`src/rtl/spi_pkg.sv`:
```
// Shared constants and types for the mode-0 SPI slave front end.
package spi_pkg;
    localparam int DEF_DATA_W = 8;
    localparam int SPI_MODE   = 0;

    typedef enum logic {IDLE, ACTIVE} state_e;
endpackage

```
`src/rtl/spi_sync_edge.sv`:
```
// Multi-flop synchronizer for one SPI pin, with a history flop for edge detection.
module spi_sync_edge #(
    parameter int   STAGES  = 2,
    parameter logic RST_VAL = 1'b0
) (
    input  logic clk,
    input  logic rst,
    input  logic din,
    output logic level,
    output logic rise,
    output logic fall
);
    logic [STAGES-1:0] sync_q, sync_d;
    logic              hist_q, hist_d;

    always_comb begin
        sync_d = {sync_q[STAGES-2:0], din};
        hist_d = sync_q[STAGES-1];
    end

    always_ff @(posedge clk or posedge rst) begin
        if (rst) begin
            sync_q <= {STAGES{RST_VAL}};
            hist_q <= RST_VAL;
        end else begin
            sync_q <= sync_d;
            hist_q <= hist_d;
        end
    end

    assign level = sync_q[STAGES-1];
    assign rise  = level & ~hist_q;
    assign fall  = ~level & hist_q;
endmodule

```
`src/rtl/spi_slave_core.sv`:
```
// Mode-0 SPI slave, MSB first, oversampled in the system clock domain.
// Received bytes go out with a valid pulse; replies come from a one-entry buffer.
module spi_slave_core
    import spi_pkg::*;
#(
    parameter int SYNC_STAGES = 2,
    parameter int DATA_W      = DEF_DATA_W
) (
    input  logic              Clk,
    input  logic              reset,
    input  logic              SPI_Clk,
    input  logic              SPI_MOSI,
    input  logic              SPI_CS,
    output logic              SPI_MISO,
    output logic              SPI_MISO_oe,
    output logic [DATA_W-1:0] rx_data,
    output logic              rx_valid,
    input  logic [DATA_W-1:0] tx_data,
    input  logic              tx_load,
    output logic              tx_ready,
    output logic              tx_underrun,
    output logic              frame_err,
    output logic              busy
);
    localparam int CW = $clog2(DATA_W);

    logic       sclk_lvl, sclk_rise, sclk_fall;
    logic       cs_lvl, cs_rise, cs_fall;
    logic       mosi_lvl;
    logic [1:0] mosi_edge_unused;

    spi_sync_edge #(.STAGES(SYNC_STAGES), .RST_VAL(1'b0)) u_sclk (
        .clk(Clk), .rst(reset), .din(SPI_Clk),
        .level(sclk_lvl), .rise(sclk_rise), .fall(sclk_fall)
    );
    spi_sync_edge #(.STAGES(SYNC_STAGES), .RST_VAL(1'b1)) u_cs (
        .clk(Clk), .rst(reset), .din(SPI_CS),
        .level(cs_lvl), .rise(cs_rise), .fall(cs_fall)
    );
    spi_sync_edge #(.STAGES(SYNC_STAGES), .RST_VAL(1'b0)) u_mosi (
        .clk(Clk), .rst(reset), .din(SPI_MOSI),
        .level(mosi_lvl), .rise(mosi_edge_unused[0]), .fall(mosi_edge_unused[1])
    );

    state_e            state_q, state_d;
    logic [CW-1:0]     bit_cnt_q, bit_cnt_d;
    logic [DATA_W-1:0] rx_shift_q, rx_shift_d;
    logic [DATA_W-1:0] rx_data_q, rx_data_d;
    logic              byte_done_q, byte_done_d;
    logic              rx_valid_q, rx_valid_d;
    logic [DATA_W-1:0] tx_shift_q, tx_shift_d;
    logic [DATA_W-1:0] tx_buf_q, tx_buf_d;
    logic              tx_full_q, tx_full_d;
    logic              miso_q, miso_d;
    logic              oe_q, oe_d;
    logic              tx_underrun_q, tx_underrun_d;
    logic              frame_err_q, frame_err_d;
    logic              take_tx;

    always_comb begin
        state_d       = state_q;
        bit_cnt_d     = bit_cnt_q;
        rx_shift_d    = rx_shift_q;
        tx_shift_d    = tx_shift_q;
        tx_buf_d      = tx_buf_q;
        tx_full_d     = tx_full_q;
        miso_d        = miso_q;
        byte_done_d   = 1'b0;
        // rx_data and rx_valid land together, one cycle after the last bit shifts in
        rx_valid_d    = byte_done_q;
        rx_data_d     = byte_done_q ? rx_shift_q : rx_data_q;
        tx_underrun_d = 1'b0;
        frame_err_d   = 1'b0;
        oe_d          = ~cs_lvl;
        take_tx       = 1'b0;

        case (state_q)
            IDLE: begin
                if (cs_fall) begin
                    state_d   = ACTIVE;
                    bit_cnt_d = '0;
                    take_tx   = 1'b1;
                end
            end
            ACTIVE: begin
                if (cs_rise) begin
                    state_d     = IDLE;
                    frame_err_d = (bit_cnt_q != '0);
                    bit_cnt_d   = '0;
                    miso_d      = 1'b0;
                end else if (sclk_rise) begin
                    rx_shift_d = {rx_shift_q[DATA_W-2:0], mosi_lvl};
                    if (bit_cnt_q == CW'(DATA_W - 1)) begin
                        bit_cnt_d   = '0;
                        byte_done_d = 1'b1;
                    end else begin
                        bit_cnt_d = bit_cnt_q + 1'b1;
                    end
                end else if (sclk_fall) begin
                    if (bit_cnt_q != '0) begin
                        tx_shift_d = {tx_shift_q[DATA_W-2:0], tx_shift_q[DATA_W-1]};
                        miso_d     = tx_shift_q[DATA_W-2];
                    end else begin
                        take_tx = 1'b1;
                    end
                end
            end
            default: state_d = IDLE;
        endcase

        // An empty buffer at a byte boundary sends zeros and flags the underrun
        if (take_tx) begin
            tx_shift_d    = tx_full_q ? tx_buf_q : '0;
            miso_d        = tx_full_q & tx_buf_q[DATA_W-1];
            tx_underrun_d = ~tx_full_q;
            tx_full_d     = 1'b0;
        end
        if (tx_load && !tx_full_q) begin
            tx_full_d = 1'b1;
            tx_buf_d  = tx_data;
        end
    end

    always_ff @(posedge Clk or posedge reset) begin
        if (reset) begin
            state_q       <= IDLE;
            bit_cnt_q     <= '0;
            rx_shift_q    <= '0;
            rx_data_q     <= '0;
            byte_done_q   <= 1'b0;
            rx_valid_q    <= 1'b0;
            tx_shift_q    <= '0;
            tx_buf_q      <= '0;
            tx_full_q     <= 1'b0;
            miso_q        <= 1'b0;
            oe_q          <= 1'b0;
            tx_underrun_q <= 1'b0;
            frame_err_q   <= 1'b0;
        end else begin
            state_q       <= state_d;
            bit_cnt_q     <= bit_cnt_d;
            rx_shift_q    <= rx_shift_d;
            rx_data_q     <= rx_data_d;
            byte_done_q   <= byte_done_d;
            rx_valid_q    <= rx_valid_d;
            tx_shift_q    <= tx_shift_d;
            tx_buf_q      <= tx_buf_d;
            tx_full_q     <= tx_full_d;
            miso_q        <= miso_d;
            oe_q          <= oe_d;
            tx_underrun_q <= tx_underrun_d;
            frame_err_q   <= frame_err_d;
        end
    end

    assign SPI_MISO    = miso_q;
    assign SPI_MISO_oe = oe_q;
    assign rx_data     = rx_data_q;
    assign rx_valid    = rx_valid_q;
    assign tx_ready    = ~tx_full_q;
    assign tx_underrun = tx_underrun_q;
    assign frame_err   = frame_err_q;
    assign busy        = (state_q == ACTIVE);
endmodule

```
`config.mk`:
```
export PLATFORM = sky130hd
export DESIGN_NAME = spi_slave_core
export DESIGN_NICKNAME = d
export VERILOG_FILES = /design/src/rtl/spi_pkg.sv /design/src/rtl/spi_sync_edge.sv /design/src/rtl/spi_slave_core.sv
export SDC_FILE = /design/constraint.sdc
export NUM_CORES = 1
export LEC_CHECK = 0
export BUFFER_PORTS_ARGS = -buffer_cell sky130_fd_sc_hd__buf_2
export CORE_MARGIN = 10
export CORE_UTILIZATION = 50
export CTS_CLUSTER_SIZE = 14
export DETAILED_ROUTE_END_ITERATION = 8
export PLACE_DENSITY_LB_ADDON = 0.15
export SLEW_MARGIN = 0
export SYNTH_ARGS = -nofsm -noshare
export SYNTH_HDL_FRONTEND = slang
export SYNTH_SLANG_ARGS = --single-unit
```
`constraint.sdc`:
```
create_clock -name Clk -period 1.65 [get_ports Clk]
set_input_delay 0.33 -clock Clk [delete_from_list [all_inputs] [get_ports Clk]]
set_output_delay 0.33 -clock Clk [all_outputs]
set_load 0.01 [all_outputs]
```
==> impl_metrics.sql <==
INSERT INTO impl_metrics (metric_group, metric, value, unit) VALUES
('run_status', 'result_of_the_run', 'finished with violations', ''),
('sta', 'post-route-period-util', '0.929', ''),
('sta', 'setup_total_negative_slack', '0', 'ps'),
('sta', 'worst_slew_margin_rel', '0.761', ''),
('pwr', 'cell_leakage_power', '1.18', 'nW'),
('die', 'core_region_area', '4030', 'um^2'),
('routing', 'post_drt_wl_per_cell', '15.2', 'um'),
('setup_path', 'reg2reg_depth', '5', ''),
('run_status', 'failed_checks', 'hold timing', ''),
('global_routing', 'grt_usage', '0.108', ''),
('sta', 'rsz_0062_raised_after_global_routing', 'false', ''),
('routing', 'drtIter0Drc', '57', ''),
('cts', 'post_cts.repair.setup_buffers', '0', ''),
('synth', 'synth_cell_types', '28', ''),
('synth', 'ys_warn_count', '0', ''),
('global_routing', 'maximum_number_of_pins_on_one_net_before_global_route_repair', '37', ''),
('setup_path', 'setup.worst_path.end', 'bit_cnt_q[0]', ''),
('synth', 'complex_gate_fraction_of_the_synthesized_area', '0.0779', ''),
('routing', 'detailroute.via_count', '1272', ''),
('sta', 'fmax', '653', 'MHz'),
('sta', 'pin_slew_with_the_least_headroom_to_its_limit', '359', 'ps'),
('synth', 'synth_xor_area_frac', '0', ''),
('synth', 'synth_area', '2090', 'um^2'),
('place', 'port-buffer-count', '28', ''),
('layout', 'diodes', '0', ''),
('die', 'die_w', '84.6', 'um'),
('synth', 'synth-simple-area-share', '0.0983', ''),
('cts', 'clock_insertion_delay_worst_skew', '300', 'ps'),
('routing', 'vias_per_cell', '5.28', ''),
('sta', 'hold_slack', '-2.18', 'ps'),
('sta', 'finalHoldViolations', '2', ''),
('setup_path', 'path_max_fanout', '7', ''),
('run', 'maxCapViolations', '0', ''),
('cts', 'cts_buffers', '5', ''),
('place', 'dp.final_hpwl', '2770', 'um'),
('synth', 'synth_seq_area_share', '0.613', ''),
('layout', 'num-nets-final', '207', ''),
('sta', 'timing_max_transition_violations_final', '0', ''),
('synth', 'postSynth.topFlopCell', 'sky130_fd_sc_hd__dfrtp_1', ''),
('synth', 'syn_nets', '173', ''),
('die', 'floorplan.rows', '23', ''),
('layout', 'drive_gt1_frac', '0.403', ''),
('routing', 'drt_pre_antenna_iters', '4', ''),
('pwr', 'vdd.ir_drop.worst', '649', 'uV'),
('setup_path', 'timing.critical_path.from', 'u_cs.hist_q', ''),
('min_path', 'hold_removal_path_class', 'in2async', ''),
('global_routing', 'grt_pass1_vias', '1338', ''),
('synth', 'muxShareOfSynthArea', '0.146', ''),
('routing', 'routed_wirelength', '3660', 'um'),
('layout', 'final-instance-count-excl-fill', '241', ''),
('synth', 'synthCells', '156', ''),
('layout', 'fillerInstances', '337', ''),
('cts', 'tritoncts_clock_tree', 'done', ''),
('synth', 'synth_enable_flop_cells', '0', ''),
('routing', 'post-route-drc-count', '0', ''),
('die', 'die_y', '84.6', 'um'),
('place', 'post-place-cells', '233', ''),
('routing', 'drt.antenna.violating_nets', '0', ''),
('die', 'initial_utilization', '0.518', ''),
('cts', 'cts.htree.levels', '2', ''),
('sta', 'finalSetupViolations', '0', ''),
('global_routing', 'antenna_found_initial', '0', ''),
('setup_path', 'timing.setup.critical_path_class', 'reg2reg', ''),
('setup_path', 'crit_required', '1830', 'ps'),
('global_routing', 'grt_first_pass_wirelength', '6470', 'um'),
('layout', 'post-route-util', '0.594', ''),
('setup_path', 'worstPathArrival', '1720', 'ps'),
('pwr', 'power_density', '1370', 'nW/um^2'),
('die', 'die-area', '7160', 'um^2'),
('synth', 'synthAdderAreaFrac', '0.0180', ''),
('sta', 'finalClockSkew', '7.03', 'ps');
worst max-delay path, cell delays in order (launching register included):
cell                       delay (ps)
sky130_fd_sc_hd__dfstp_2          540
sky130_fd_sc_hd__nand2b_1         130
sky130_fd_sc_hd__buf_4            150
sky130_fd_sc_hd__a21oi_1           70
sky130_fd_sc_hd__nor2_1           180
sky130_fd_sc_hd__mux2_2           360
cells in the mapped netlist (3+ instances only):
library cell / n / share of area
sky130_fd_sc_hd__nand2_1: 9 / 0.016
sky130_fd_sc_hd__a31oi_1: 6 / 0.018
sky130_fd_sc_hd__a21oi_1: 6 / 0.014
sky130_fd_sc_hd__nor2_1: 13 / 0.023
sky130_fd_sc_hd__nand4_1: 7 / 0.021
sky130_fd_sc_hd__dfrtp_1: 48 / 0.58
sky130_fd_sc_hd__nand2b_1: 4 / 0.012
sky130_fd_sc_hd__ha_1: 3 / 0.018
sky130_fd_sc_hd__inv_1: 7 / 0.013
sky130_fd_sc_hd__buf_6: 5 / 0.027
sky130_fd_sc_hd__mux2_4: 6 / 0.043
sky130_fd_sc_hd__dfstp_2: 3 / 0.038
sky130_fd_sc_hd__mux2_2: 19 / 0.10
final cells by class:
| cell class | count | area (um^2) | share of cell area |
|---|---|---|---|
| Clock buffer | 7 | 76.3 | 0.0319 |
| Clock inverter | 1 | 30.0 | 0.0125 |
| Inverter | 7 | 26.3 | 0.0110 |
| Multi-Input combinational cell | 90 | 713 | 0.298 |
| Sequential cell | 51 | 1280 | 0.535 |
| Tap cell | 50 | 62.6 | 0.0261 |
| Timing Repair Buffer | 35 | 205 | 0.0857 |
kinds of logic (layout without fill, tap and decap cells):
family                   Yosys count  count (layout)
AO/OA/AOI/OAI                     22              22
adder cells (fa/ha/maj)            3               3
buffers and inverters             15              50
flip-flops                        51              51
multiplexers                      25              25
AND/OR/NAND/NOR                   40              40
per-layer routing:
metal	GRT usage	part of all wire	wire length [um]	up-vias
met5	0	0	0	-
met4	0.0314	0.0071	26	0
met3	0.0406	0.054	198	4
met2	0.156	0.45	1640	28
met1	0.146	0.49	1790	629
li1	-	-	-	611
state kept, by name, indices dropped and copies added (netlist names), 2 cells and up:
signal / count
u_sclk.sync_q: 2
rx_data: 8
rx_shift_q: 8
tx_buf_q: 8
u_cs.sync_q: 2
bit_cnt_q: 3
tx_shift_q: 8
u_mosi.sync_q: 2
layout by cell type, fill, tap and decap left out, types with 5 or more instances in the layout:
cell	instances
sky130_fd_sc_hd__dfrtp_1	48
sky130_fd_sc_hd__buf_2	28
sky130_fd_sc_hd__mux2_2	19
sky130_fd_sc_hd__nor2_1	13
sky130_fd_sc_hd__nand2_1	9
sky130_fd_sc_hd__nand4_1	7
sky130_fd_sc_hd__inv_1	6
sky130_fd_sc_hd__a21oi_1	6
sky130_fd_sc_hd__mux2_4	6
sky130_fd_sc_hd__a31oi_1	6
sky130_fd_sc_hd__buf_4	6
sky130_fd_sc_hd__clkbuf_8	5
how the worst min path moves through the flow:
stage,slack [ps],from,cells past startpoint,end
2_1_floorplan,330,u_mosi.sync_q[0],0,u_mosi.sync_q[1]
3_3_place_gp,320,reset,2,SPI_MISO_oe
3_5_place_dp,330,reset,2,SPI_MISO_oe
4_1_cts,3,reset,2,tx_buf_q[3]
5_1_grt,20,reset,2,tx_buf_q[4]
6_report,-2,reset,2,SPI_MISO_oe
what timing repair did:
action	in CTS	in global routing
hold buffers	0	0
resized for setup	0	2
endpoints found under the hold margin	0	0
endpoints found under the setup margin	0	7
power by group:
| group | internal (mW) | switching [mW] | total [mW] |
|---|---|---|---|
| combinational | 0.373 | 0.340 | 0.712 |
| clock | 0.454 | 0.376 | 0.830 |
| sequential | 1.54 | 0.184 | 1.73 |
through the flow:
step	total power [mW]	worst slack [ps]	instance area, um^2	hold slack, ps
floorplan	2.27	95.4	2090	331
global placement	2.44	118	2280	317
detailed placement	2.47	93.5	2280	328
CTS	3.31	65.4	2390	3.30
global route	3.49	33.5	2390	18.0
finish	3.27	118	2390	-2.18
No activity file was read; power rests on OpenSTA's default activity.
